==> config.mk <==
export PLATFORM = sky130hd
export DESIGN_NAME = touch_pad_decoder
export DESIGN_NICKNAME = d
export VERILOG_FILES = /design/src/rtl/touch_pad_decoder.sv
export SDC_FILE = /design/constraint.sdc
export NUM_CORES = 1
export LEC_CHECK = 0
export ABC_AREA = 1
export BUFFER_PORTS_ARGS = -buffer_cell sky130_fd_sc_hd__buf_2
export CAP_MARGIN = 20
export CORE_MARGIN = 1.5
export CORE_UTILIZATION = 55
export DETAILED_ROUTE_END_ITERATION = 10
export PLACE_DENSITY = 0.71
export SLEW_MARGIN = 20
export SYNTH_ARGS = -nofsm -noshare
export SYNTH_HDL_FRONTEND = slang
export SYNTH_SLANG_ARGS = --single-unit
==> constraint.sdc <==
create_clock -name clk -period 2.6 [get_ports clk]
set_clock_uncertainty 0.1 [all_clocks]
set_input_delay 0.39 -clock clk [delete_from_list [all_inputs] [get_ports clk]]
set_output_delay 0.39 -clock clk [all_outputs]
set_load 0.02 [all_outputs]
==> src/rtl/touch_pad_decoder.sv <==
// touch_pad_decoder
// Synchronises and debounces active-low touch pads, then turns each pad's
// debounced level into PRESS / RELEASE / LONG events. Every pad owns a
// one-entry pending slot. A single output register drains the slots in
// fixed index order onto a valid/ready stream.
//
// Stream handshake (evt_valid / evt_ready):
//   An event transfers on the rising clk edge where evt_valid and evt_ready
//   are both high. Once evt_valid rises, evt_pad and evt_code stay constant
//   until that transfer. evt_valid never drops without a transfer, except on
//   rst. The output register reloads whenever it is empty or transferring, so
//   with evt_ready held high one event per cycle can flow.
module touch_pad_decoder #(
    parameter int NUM_PADS        = 2,
    parameter int DEBOUNCE_CYCLES = 48000,
    parameter int LONG_CYCLES     = 24000000
) (
    input  logic                                              clk,
    input  logic                                              rst,
    input  logic [NUM_PADS-1:0]                               pad_n,
    output logic [NUM_PADS-1:0]                               pressed,
    output logic                                              evt_valid,
    input  logic                                              evt_ready,
    output logic [((NUM_PADS > 1) ? $clog2(NUM_PADS) : 1)-1:0] evt_pad,
    output logic [1:0]                                        evt_code,
    output logic                                              evt_overrun,
    output logic [2*NUM_PADS-1:0]                             dbg_state
);

    localparam int PAD_W = (NUM_PADS > 1) ? $clog2(NUM_PADS) : 1;
    localparam int CNT_W = $clog2(LONG_CYCLES + 1);

    localparam logic [CNT_W-1:0] DEB_C   = CNT_W'(DEBOUNCE_CYCLES);
    localparam logic [CNT_W-1:0] LONG_C  = CNT_W'(LONG_CYCLES);
    localparam logic [CNT_W-1:0] LONG_M1 = CNT_W'(LONG_CYCLES - 1);
    localparam logic [CNT_W-1:0] ONE_C   = CNT_W'(1);

    localparam logic [1:0] CODE_PRESS   = 2'b01;
    localparam logic [1:0] CODE_RELEASE = 2'b10;
    localparam logic [1:0] CODE_LONG    = 2'b11;

    typedef enum logic [1:0] {
        ST_RELEASED     = 2'b00,
        ST_PRESS_PEND   = 2'b01,
        ST_PRESSED      = 2'b10,
        ST_RELEASE_PEND = 2'b11
    } pad_state_e;

    // synchroniser
    logic [NUM_PADS-1:0] sync1_q;
    logic [NUM_PADS-1:0] sync2_q;
    logic [NUM_PADS-1:0] s;

    // per-pad debounce FSM
    pad_state_e          state_q [NUM_PADS];
    pad_state_e          state_d [NUM_PADS];
    logic [CNT_W-1:0]    cnt_q   [NUM_PADS];
    logic [CNT_W-1:0]    cnt_d   [NUM_PADS];
    logic [CNT_W-1:0]    rcnt_q  [NUM_PADS];
    logic [CNT_W-1:0]    rcnt_d  [NUM_PADS];
    logic [NUM_PADS-1:0] long_done_q;
    logic [NUM_PADS-1:0] long_done_d;
    logic [NUM_PADS-1:0] pressed_q;
    logic [NUM_PADS-1:0] pressed_d;

    // event produced by each FSM this cycle
    logic [NUM_PADS-1:0] q_valid;
    logic [1:0]          q_code [NUM_PADS];

    // pending slots
    logic [NUM_PADS-1:0] slot_full_q;
    logic [NUM_PADS-1:0] slot_full_d;
    logic [1:0]          slot_code_q [NUM_PADS];
    logic [1:0]          slot_code_d [NUM_PADS];
    logic [NUM_PADS-1:0] drain;

    // output register
    logic                load;
    logic                sel_found;
    logic [PAD_W-1:0]    sel_idx;
    logic [1:0]          sel_code;
    logic                evt_valid_q;
    logic                evt_valid_d;
    logic [PAD_W-1:0]    evt_pad_q;
    logic [PAD_W-1:0]    evt_pad_d;
    logic [1:0]          evt_code_q;
    logic [1:0]          evt_code_d;
    logic                overrun_q;
    logic                overrun_d;

    assign s = ~sync2_q;

    // two-flop synchroniser; reset value is "pin high" (not touched)
    always_ff @(posedge clk) begin
        if (rst) begin
            sync1_q <= '1;
            sync2_q <= '1;
        end else begin
            sync1_q <= pad_n;
            sync2_q <= sync1_q;
        end
    end

    // per-pad FSM next state, counters and event generation
    always_comb begin
        for (int i = 0; i < NUM_PADS; i++) begin
            state_d[i]     = state_q[i];
            cnt_d[i]       = cnt_q[i];
            rcnt_d[i]      = rcnt_q[i];
            long_done_d[i] = long_done_q[i];
            pressed_d[i]   = pressed_q[i];
            q_valid[i]     = 1'b0;
            q_code[i]      = 2'b00;

            // Hold-time counter keeps running through a pending release so a
            // bounce on release does not restart the LONG timer.
            if (state_q[i] == ST_PRESSED || state_q[i] == ST_RELEASE_PEND) begin
                if (cnt_q[i] != LONG_C) begin
                    cnt_d[i] = cnt_q[i] + ONE_C;
                end
                if (cnt_q[i] == LONG_M1 && !long_done_q[i]) begin
                    q_valid[i]     = 1'b1;
                    q_code[i]      = CODE_LONG;
                    long_done_d[i] = 1'b1;
                end
            end

            case (state_q[i])
                ST_RELEASED: begin
                    if (s[i]) begin
                        state_d[i] = ST_PRESS_PEND;
                        cnt_d[i]   = ONE_C;
                    end
                end
                ST_PRESS_PEND: begin
                    if (!s[i]) begin
                        state_d[i] = ST_RELEASED;
                    end else if (cnt_q[i] == DEB_C) begin
                        state_d[i]     = ST_PRESSED;
                        pressed_d[i]   = 1'b1;
                        q_valid[i]     = 1'b1;
                        q_code[i]      = CODE_PRESS;
                        cnt_d[i]       = '0;
                        long_done_d[i] = 1'b0;
                    end else begin
                        cnt_d[i] = cnt_q[i] + ONE_C;
                    end
                end
                ST_PRESSED: begin
                    if (!s[i]) begin
                        state_d[i] = ST_RELEASE_PEND;
                        rcnt_d[i]  = ONE_C;
                    end
                end
                ST_RELEASE_PEND: begin
                    if (s[i]) begin
                        state_d[i] = ST_PRESSED;
                    end else if (rcnt_q[i] == DEB_C) begin
                        // A LONG maturing on the same cycle is superseded:
                        // the press has ended, so RELEASE takes the slot.
                        state_d[i]   = ST_RELEASED;
                        pressed_d[i] = 1'b0;
                        q_valid[i]   = 1'b1;
                        q_code[i]    = CODE_RELEASE;
                    end else begin
                        rcnt_d[i] = rcnt_q[i] + ONE_C;
                    end
                end
                default: begin
                    state_d[i] = ST_RELEASED;
                end
            endcase
        end
    end

    // per-pad FSM state and counter registers
    always_ff @(posedge clk) begin
        if (rst) begin
            for (int i = 0; i < NUM_PADS; i++) begin
                state_q[i] <= ST_RELEASED;
                cnt_q[i]   <= '0;
                rcnt_q[i]  <= '0;
            end
            long_done_q <= '0;
            pressed_q   <= '0;
        end else begin
            for (int i = 0; i < NUM_PADS; i++) begin
                state_q[i] <= state_d[i];
                cnt_q[i]   <= cnt_d[i];
                rcnt_q[i]  <= rcnt_d[i];
            end
            long_done_q <= long_done_d;
            pressed_q   <= pressed_d;
        end
    end

    // fixed-priority pick of the lowest-index full slot for the output register
    always_comb begin
        load      = ~evt_valid_q | evt_ready;
        sel_found = 1'b0;
        sel_idx   = '0;
        sel_code  = 2'b00;
        drain     = '0;
        for (int i = 0; i < NUM_PADS; i++) begin
            if (slot_full_q[i] && !sel_found) begin
                sel_found = 1'b1;
                sel_idx   = PAD_W'(i);
                sel_code  = slot_code_q[i];
                drain[i]  = load;
            end
        end
    end

    // slot fill/drain and overrun detection
    always_comb begin
        overrun_d = overrun_q;
        for (int i = 0; i < NUM_PADS; i++) begin
            slot_full_d[i] = slot_full_q[i];
            slot_code_d[i] = slot_code_q[i];
            if (drain[i]) begin
                // draining frees the slot for an event arriving this cycle
                slot_full_d[i] = q_valid[i];
                if (q_valid[i]) begin
                    slot_code_d[i] = q_code[i];
                end
            end else if (q_valid[i]) begin
                if (slot_full_q[i]) begin
                    overrun_d = 1'b1;
                end else begin
                    slot_full_d[i] = 1'b1;
                    slot_code_d[i] = q_code[i];
                end
            end
        end
    end

    // output register next value: reload when empty or transferring
    always_comb begin
        evt_valid_d = evt_valid_q;
        evt_pad_d   = evt_pad_q;
        evt_code_d  = evt_code_q;
        if (load) begin
            evt_valid_d = sel_found;
            if (sel_found) begin
                evt_pad_d  = sel_idx;
                evt_code_d = sel_code;
            end
        end
    end

    // slot and output registers
    always_ff @(posedge clk) begin
        if (rst) begin
            slot_full_q <= '0;
            for (int i = 0; i < NUM_PADS; i++) begin
                slot_code_q[i] <= 2'b00;
            end
            evt_valid_q <= 1'b0;
            evt_pad_q   <= '0;
            evt_code_q  <= 2'b00;
            overrun_q   <= 1'b0;
        end else begin
            slot_full_q <= slot_full_d;
            for (int i = 0; i < NUM_PADS; i++) begin
                slot_code_q[i] <= slot_code_d[i];
            end
            evt_valid_q <= evt_valid_d;
            evt_pad_q   <= evt_pad_d;
            evt_code_q  <= evt_code_d;
            overrun_q   <= overrun_d;
        end
    end

    // debug view of every pad FSM, two bits per pad
    always_comb begin
        dbg_state = '0;
        for (int i = 0; i < NUM_PADS; i++) begin
            dbg_state[2*i +: 2] = state_q[i];
        end
    end

    assign pressed     = pressed_q;
    assign evt_valid   = evt_valid_q;
    assign evt_pad     = evt_pad_q;
    assign evt_code    = evt_code_q;
    assign evt_overrun = overrun_q;

endmodule
==> run summary, run 1 <==
status -> completed
Worst Max-Slew Pin Slew -> 1080 ps
final core occ -> 62.4%
Hold Crit Depth -> 2
Tot GR Track Use -> 28.0%
RePlAce Congestion -> 0.949
final hold vios -> 0
Mapped Cells -> 1337
crit share post-route -> 82.7%
hold buffer count at CTS -> 0
Slew HR -> 28.1%
initial antenna violation count -> 0
Pwr per Cell Area -> 561 mW/mm^2
Buffers on Ports -> 15
row count -> 44
Die Height -> 126 um
most frequent cells in the layout -> nand2_1, nor2_1, inv_1
crit path time final -> 2150 ps
hold slack -> 49.0 ps
Filler Cell Count -> 1369
Main synth FF type -> dfxtp_1
min-delay worst type -> input port to register
Post-CTS Setup Inserts -> 0
Finish-stage setup viols -> 0
Post-synth EDFFs -> 0
max_cap viols -> 0
most common cell after layout, fill and taps aside -> nand2_1
Synth area leaders -> dfxtp_1, nand2_1, nor2_1
RSZ-0062 raised after global routing -> false
core area -> 0.0146 sq mm
Die ar. -> 0.0158 sq mm
CP Data Arrival Time -> 2400 ps
R2R depth -> 10
HPWL Detailed -> 15.8 mm
Ys Warns -> 0
Clock Path Buffers -> 2
sequential share of the synthesized area -> 29.7%
CP max FO -> 6
Peak supply drop -> 0.478 mV
async set or reset register ratio after synthesis -> 0%
H-Tree Level Count -> 4
Synthesized Nets -> 1350
Critical Path RT -> 2850 ps
critical path class -> register to register
clock-pin transition on the worst setup and hold timing paths -> 60 ps
vias per cell -> 5.47
first-pass GRT wire length -> 36.5 mm
Die Wd -> 126 um
total gr overflow -> 0
Initial Util -> 56.6%
DRT iter0 DRCs -> 818
via count -> 8436
synthesized cell area -> 0.00829 sq mm
critical path startpoint category -> register
#FFs+latches synth -> 123
final wirelength -> 21.5 mm
Yosys top cell by area -> dfxtp_1
DRT antenna net count -> 0
Num CTS Buffers -> 17
R2R setup slack -> 450 ps
LEAKAGE -> 3.60 nW
TNS Setup -> 0 ps
CP endpoint kind -> register
PostCTS Resize Cnt -> 0
syn_area_per_cell -> 6.20 sq um
Worst-Skew Late Latency -> 420 ps
I/O Pins -> 16
largest net degree at the start of global routing -> 33
# diodes -> 0
TritonCTS clock tree -> built
hold path startpoint -> pad_n[1]
Final #Nets -> 1358
total power -> 5.13 mW
top-area cell type share of the netlist area -> 29.7%
Worst Hold End -> sync1_q[1]
Cell variety after synth -> 43
Crit Reg-Reg Endpoint -> cnt_q[0][12]
vias in the first global route -> 7588
CTS Sinks -> 123
Crit Reg-Reg Startpoint -> cnt_q[0][0]
fin. max-slew vios -> 0
WL per Instance -> 14.0 um
drt drc -> 0
layout cells sized above 1 -> 9.57%
P&R area growth vs syn -> 10.3%
Pre-Repair DR Iteration Count -> 6
Clk Tree Root Cell -> clkbuf_16
Fmax -> 465 MHz
==> how the worst max path moves through the flow <==
| stage | startpoint | end | slack (ps) | cells past startpoint |
|---|---|---|---|---|
| final | cnt_q[0][0] | cnt_q[0][12] | 450 | 10 |
| after global routing | cnt_q[0][0] | cnt_q[0][12] | 180 | 10 |
| after CTS | cnt_q[0][0] | cnt_q[0][12] | 480 | 10 |
| after detailed placement | cnt_q[0][0] | cnt_q[0][12] | 500 | 10 |
| after global placement | cnt_q[0][0] | cnt_q[0][12] | 570 | 10 |
| after floorplan | cnt_q[0][0] | cnt_q[0][12] | 760 | 10 |
==> worst max-delay path: stages, from the launching register on <==
cell and delay [ps]:
dfxtp_1 430, ha_1 280, nand2_1 100, inv_1 90, nand2_1 150, nor2_4 190, nand2_2 100, nor2_1 140
xor2_1 100, or2_2 290, a21oi_1 110
==> sequential cells by signal, indices dropped and copies added, names as in the netlist, named ones only <==
signal,count
cnt_q,50
evt_code,2
evt_overrun,1
evt_pad,1
evt_valid,1
long_done_q,2
pressed,2
rcnt_q,50
slot_code_q,4
slot_full_q,2
state_q,2
sync1_q,2
sync2_q,2
==> cell type report <==
cell class | instances | area [sq um] | area share (%)
multi-input cells | 992 | 4920 | 53.8
inverters | 184 | 691 | 7.55
repair buffers | 27 | 165 | 1.81
clock buffers | 22 | 464 | 5.08
flip-flops and latches | 123 | 2460 | 26.9
clock inverters | 10 | 211 | 2.31
well taps | 184 | 230 | 2.52
==> cells by family after synthesis <==
kind of cell               share of synthesized area [%]
and+or+nand+nor                                     41.6
buffers and inverters                               10.9
AOI/OAI and AO/OA                                   13.2
DFF                                                 29.7
xor gates and xnor gates                            3.28
adders and majority gates                           1.21
==> metrics by stage <==
stage | setup WS (ps) | cells | cell area, sq um
5_1_grt | 179 | 1542 | 9140
6_report | 449 | 1542 | 9140
3_3_place_gp | 574 | 1510 | 8470
4_1_cts | 483 | 1542 | 9140
2_1_floorplan | 762 | 1337 | 8290
3_5_place_dp | 497 | 1510 | 8470
==> power by group <==
| part | internal, mW | switching, mW | leakage, nW |
|---|---|---|---|
| Clock | 1.85 | 0.887 | 0.317 |
| Combinational | 0.124 | 0.295 | 2.29 |
| Sequential | 1.92 | 0.0513 | 0.993 |
| Total | 3.90 | 1.23 | 3.60 |
==> Yosys cell counts (5+ instances only) <==
cell / n
inv_2: 11
xnor2_1: 7
xor2_1: 24
buf_6: 6
o21ai_1: 9
nor3_2: 6
nor2_2: 9
o211ai_1: 19
nand2_2: 17
a21oi_1: 110
nor3_1: 36
dfxtp_1: 123
nand3_1: 95
a21o_1: 5
nand4_1: 56
nand2_1: 318
ha_1: 8
buf_2: 15
nand3_2: 5
inv_1: 172
clkbuf_1: 13
nor2_1: 180
o21ai_0: 44
nor2_4: 6
or2_2: 8
==> layer usage <==
| layer | GRT usage [%] | part of all wire [%] |
|---|---|---|
| met4 | 8.86 | 1.3 |
| met1 | 38.0 | 48 |
| met5 | 0 | 0 |
| met2 | 45.6 | 46 |
| met3 | 4.84 | 5.3 |
Power figures use the tool's default switching activity.
==> run 2: changes to the inputs <==
Clock period 2.6 ns to 2.24 ns, I/O delays scaled along.
==> run 2 against run 1 <==
Net effect:
- maximum frequency is 6.9% higher
- routed wire length is 5.9% higher
- count of clock-buffer cells in the layout is 3 lower
- sequential share of layout area is 0.33 points lower
- sequential power is 16% higher
- largest cell class unchanged
==> run summary, run 2 (synthesis results as in run 1) <==
Crit path buffers/inverters -> 1
Die Height -> 126 um
Buffers on Ports -> 15
TNS Setup -> 0 ps
most frequent cells in the layout -> nand2_1, nor2_1, inv_1
crit path time final -> 2010 ps
Placed Cells -> 1524
vias in the first global route -> 7946
total gr overflow -> 0
Crit Reg-Reg Endpoint -> cnt_q[0][12]
Crit Reg-Reg Startpoint -> cnt_q[0][1]
via count -> 8705
Clock Path Buffers -> 2
HPWL Detailed -> 16.9 mm
largest net degree at the start of global routing -> 26
# diodes -> 0
CP delay by family, top -> simple AND/OR/NAND/NOR gates
Post-CTS Setup Inserts -> 0
CP Cell Sequence -> ha_2, nand2_1, inv_1, nand2_1, nor2_4, nand2_2, nor2_1, xor2_1, or2_2, a21oi_1
Final #Nets -> 1374
Finished Layout Cells -> 1557
Finish-stage setup viols -> 0
drt drc -> 0
Die Wd -> 126 um
core area -> 0.0146 sq mm
max_cap viols -> 0
status -> completed
Critical Path Slowest Stage Cell -> dfxtp_1
hold path startpoint -> evt_ready
CP max FO -> 5
crit share post-route -> 89.8%
cell mode on critical path -> nand2_1
layout cells sized above 1 -> 10.7%
Worst path depth -> 10
WL per Instance -> 14.7 um
first-pass GRT wire length -> 38.2 mm
I/O Pins -> 16
final hold vios -> 0
Worst-Skew Late Latency -> 420 ps
Fmax -> 497 MHz
fin. max-slew vios -> 0
Slew HR -> 52.3%
most common cell after layout, fill and taps aside -> nand2_1
final wirelength -> 22.8 mm
TritonCTS clock tree -> built
Worst Max-Slew Pin Slew -> 715 ps
hold slack -> 181 ps
Initial Util -> 56.6%
Num CTS Buffers -> 17
min-delay worst type -> input port to register
routing usage on met3 -> 4.84%
critical path startpoint category -> register
LEAKAGE -> 3.67 nW
RePlAce Congestion -> 0.947
GR peak layer -> met2
Die ar. -> 0.0158 sq mm
DRT iter0 DRCs -> 715
Tot GR Track Use -> 29.5%
CP Data Arrival Time -> 2260 ps
Clk Tree Root Cell -> clkbuf_16
Pre-Repair DR Iteration Count -> 5
DRT antenna net count -> 0
row count -> 44
Pwr per Cell Area -> 641 mW/mm^2
peak per-stage delay on the critical path -> 400 ps
critical path class -> register to register
crit path to -> cnt_q[0][12]
Regs by FF count -> cnt_q (50), rcnt_q (50), slot_code_q (4)
grt met2 use -> 48.0%
CP endpoint kind -> register
R2R depth -> 10
clock-pin transition on the worst setup and hold timing paths -> 60 ps
met1 Use GR -> 39.8%
Critical Path RT -> 2490 ps
initial antenna violation count -> 0
P&R area growth vs syn -> 11.8%
vias per cell -> 5.59
CTS Sinks -> 123
Peak supply drop -> 0.553 mV
R2R setup slack -> 230 ps
H-Tree Level Count -> 4
RSZ-0062 raised after global routing -> false
critical path launch point -> cnt_q[0][1]
-- run 2: changes by cell type in the layout (fill, tap and decap cells not counted), sizes merged --
cell	previous run	this run
buf	27	41
clkbuf	22	19
clkinv	1	4
clkinvlp	3	2
dlygate4sd3	0	2
-- run 2: layout make-up --
type | instances | area, sq um
Fill cell | 1426 | 5380
Multi-Input combinational cell | 992 | 4920
Sequential cell | 123 | 2460
Inverter | 184 | 693
Clock buffer | 19 | 443
Timing Repair Buffer | 43 | 290
Tap cell | 184 | 230
Clock inverter | 12 | 219
-- run 2: worst min-delay path, stage by stage --
cell	delay, ps
buf_2	70
nor2_1	80
inv_1	80
a21oi_1	70
-- run 2: per-stage QoR --
step,setup slack [ps],area (sq um),util [%],power (mW)
global placement,265,8570,58.5,2.83
finish,228,9260,63.2,5.94
global route,9.72,9260,63.2,6.16
CTS,185,9250,63.2,5.97
floorplan,402,8290,-,2.70
detailed placement,200,8570,58.5,2.84
-- run 2: how the worst min path moves through the flow --
| stage | slack (ps) | depth (start not counted) | endpoint |
|---|---|---|---|
| floorplan | 290 | 1 | sync2_q[0] |
| global placement | 330 | 1 | sync2_q[0] |
| detailed placement | 330 | 1 | sync2_q[0] |
| CTS | 180 | 4 | evt_valid |
| global route | 180 | 4 | evt_valid |
| finish | 180 | 4 | evt_valid |
-- run 2: repair_timing --
action,4_1_cts,5_1_grt
gates resized for setup,0,4
setup endpoints to repair,0,2
endpoints found under the hold margin,2,0
hold buffers,2,0
-- run 2: power by group --
group / total [mW] / switching, mW / internal (mW)
clock: 3.13 / 1.02 / 2.11
combinational: 0.523 / 0.361 / 0.161
sequential: 2.29 / 0.0570 / 2.23
total: 5.94 / 1.44 / 4.50
-- run 2: layer usage --
| layer | vias to the layer above | part of all wire, % |
|---|---|---|
| met2 | 290 | 46 |
| li1 | 4394 | - |
| met4 | 0 | 1.6 |
| met5 | - | 0 |
| met1 | 3989 | 46 |
| met3 | 32 | 6.0 |
==> run 3: changes to the inputs <==
Settings changed: ABC_AREA 1 to 0, PLACE_DENSITY 0.71 to 0.72.
==> run 3 against run 2 <==
Net effect:
- the flow now finishes with violations (setup timing)
- critical path depth fell by 2
- final area fell by 9.5%
- utilization rose by 13 points
- non-clock buffer count rose by 76
- total power fell by 11%
- sequential power fell by 4%
==> run summary, run 3 <==
final hold vios -> 0
TNS Setup -> -3810 ps
CP delay by family, top -> simple AND/OR/NAND/NOR gates
final worst slack -> -162 ps
critical path class -> register to register
Initial Util -> 57.2%
most frequent cell after synthesis -> dfxtp_1
max_cap viols -> 0
Reg power frac -> 41.6%
fin area -> 0.00838 sq mm
Net Sw Power -> 1.05 mW
peak per-stage delay on the critical path -> 550 ps
DRT iter0 DRCs -> 511
initial antenna violation count -> 0
Comb pwr share -> 2.8%
Post-synth EDFFs -> 0
Pwr per Cell Area -> 632 mW/mm^2
P&R area growth vs syn -> 33.3%
Hold Crit Depth -> 2
Synthesized Nets -> 797
status -> complete, but fails checks
failing checks -> setup timing
min-delay worst type -> input port to register
total gr overflow -> 0
Worst-Skew Late Latency -> 420 ps
Clock Path Buffers -> 2
most common cell after layout, fill and taps aside -> dfxtp_1
Die ar. -> 0.0121 sq mm
synthesized cell area -> 0.00628 sq mm
H-Tree Level Count -> 4
CP max FO -> 5
Crit path buffers/inverters -> 2
core area -> 0.0110 sq mm
CP endpoint kind -> register
Buffers on Ports -> 15
Crit Reg-Reg Startpoint -> cnt_q[0][4]
sequential share of the synthesized area -> 39.2%
CTS Sinks -> 123
Synth area leaders -> dfxtp_1, nor2_1, nand2_1
RSZ-0062 raised after global routing -> true
row count -> 38
vias per cell -> 6.07
CP Data Arrival Time -> 2610 ps
Pre-Repair DR Iteration Count -> 5
crit share post-route -> 107%
Critical Path Slowest Stage Cell -> or4_4
R2R setup slack -> -160 ps
hold path startpoint -> pad_n[1]
I/O Pins -> 16
async set or reset register ratio after synthesis -> 0%
fin. max-slew vios -> 0
Worst path depth -> 8
clock-pin transition on the worst setup and hold timing paths -> 50 ps
Worst Max-Slew Pin Slew -> 694 ps
Worst Hold End -> sync1_q[1]
TritonCTS clock tree -> built
HPWL Detailed -> 11.6 mm
final wirelength -> 17.8 mm
Mapped Cells -> 784
Crit Reg-Reg Endpoint -> cnt_q[0][19]
LEAKAGE -> 3.14 nW
Main synth FF type -> dfxtp_1
Ys Warns -> 0
DRT antenna net count -> 0
syn_area_per_cell -> 8.01 sq um
Cell variety after synth -> 63
top-area cell type share of the netlist area -> 39.2%
top cells by count, synth -> dfxtp_1, nor2_1, nand2_1
Critical Path RT -> 2450 ps
Final #Nets -> 908
vias in the first global route -> 5979
Regs by FF count -> cnt_q (50), rcnt_q (50), slot_code_q (4)
Fmax -> 416 MHz
Peak supply drop -> 0.951 mV
Slew HR -> 53.4%
# diodes -> 0
Yosys top cell by area -> dfxtp_1
most frequent cells in the layout -> dfxtp_1, nor2_1, buf_4
CP Cell Sequence -> or4_4, nor4_4, buf_4, a31oi_4, o21a_4, buf_12, a21o_1, a22o_1
Finished Layout Cells -> 1047
Die Height -> 110 um
layout cells sized above 1 -> 26.8%
Placed Cells -> 1003
Num CTS Buffers -> 17
Finish-stage setup viols -> 40
first-pass GRT wire length -> 27.9 mm
via count -> 6360
Clk Tree Root Cell -> clkbuf_16
#FFs+latches synth -> 123
crit path time final -> 2400 ps
Clock power frac -> 55.6%
R2R depth -> 8
switch share -> 19.9%
Die Wd -> 110 um
RePlAce Congestion -> 0.885
dpl cell area -> 0.00720 sq mm
internal power -> 4.24 mW
Tot GR Track Use -> 29.8%
Filler Cell Count -> 753
drt drc -> 0
WL per Instance -> 17.0 um
largest net degree at the start of global routing -> 24
critical path startpoint category -> register
[run 3: changes by cell type after synthesis, sizes merged, moves of 22 or more]
cell	previous run	this run
a21oi	111	47
inv	183	23
nand2	338	84
nand3	100	49
nand4	58	35
nor2	195	100
o21ai	53	26
xnor2	7	29
[run 3: final cells by class]
| class | instances | area [sq um] | share of cell area, % |
|---|---|---|---|
| Inverter | 23 | 86.3 | 1.03 |
| Sequential cell | 123 | 2470 | 29.5 |
| Tap cell | 140 | 175 | 2.09 |
| Clock inverter | 7 | 135 | 1.61 |
| Timing Repair Buffer | 119 | 922 | 11.0 |
| Clock buffer | 24 | 502 | 5.99 |
| Multi-Input combinational cell | 611 | 4090 | 48.8 |
[run 3: cell families (layout without fill, tap and decap cells)]
| kind of cell | Yosys count | after routing | synth area share, % |
|---|---|---|---|
| buf+inv | 51 | 173 | 3.40 |
| fa+ha+maj | 8 | 8 | 1.59 |
| flops | 123 | 123 | 39.2 |
| xor+xnor | 43 | 43 | 5.99 |
| compound gates | 143 | 143 | 14.8 |
| simple gates | 410 | 411 | 34.1 |
| mux | 6 | 6 | 0.956 |
[run 3: worst max path at each step]
stage / startpoint / endpoint / slack, ps
after floorplan: cnt_q[0][5] / cnt_q[0][15] / -70
after global placement: cnt_q[0][30] / cnt_q[0][47] / -90
after detailed placement: cnt_q[0][30] / cnt_q[0][45] / -150
after CTS: cnt_q[0][30] / cnt_q[0][43] / -130
after global routing: cnt_q[0][30] / cnt_q[0][43] / -210
final: cnt_q[0][4] / cnt_q[0][19] / -160
[run 3: routing by layer]
layer  vias to the layer above  track usage [%]  routed length, um
li1                       3079                -                  -
met3                        45             8.00               1050
met4                         0             12.7                488
met2                       231             50.0               8630
met1                      3005             35.8               7640
met5                         -                0                  0
[run 3: what timing repair did]
item | 4_1_cts | 5_1_grt
pin swaps | 13 | 26
hold buffers | 0 | 0
setup endpoints to repair | 51 | 67
setup buffers | 5 | 8
gates resized for setup | 45 | 51
gates cloned | 0 | 1
[run 3: metrics by stage]
stage | hold slack, ps | utilization, % | power [mW] | setup WS, ps
after floorplan | 289 | - | 2.32 | -65.0
after global placement | 294 | 65.5 | 2.38 | -87.0
after detailed placement | 292 | 65.5 | 2.38 | -155
after CTS | 16.2 | 73.5 | 5.32 | -133
after global routing | 10.3 | 76.3 | 5.46 | -212
final | 23.7 | 76.3 | 5.30 | -162
[run 3: power by group through the flow]
| stage | registers, mW | logic (mW) | clock network (mW) |
|---|---|---|---|
| 2_1_floorplan | 2.25 | 0.0740 | 0 |
| 3_3_place_gp | 2.25 | 0.130 | 0 |
| 4_1_cts | 2.20 | 0.138 | 2.98 |
| 5_1_grt | 2.20 | 0.155 | 3.10 |
| 3_5_place_dp | 2.25 | 0.133 | 0 |
| 6_report | 2.20 | 0.147 | 2.95 |
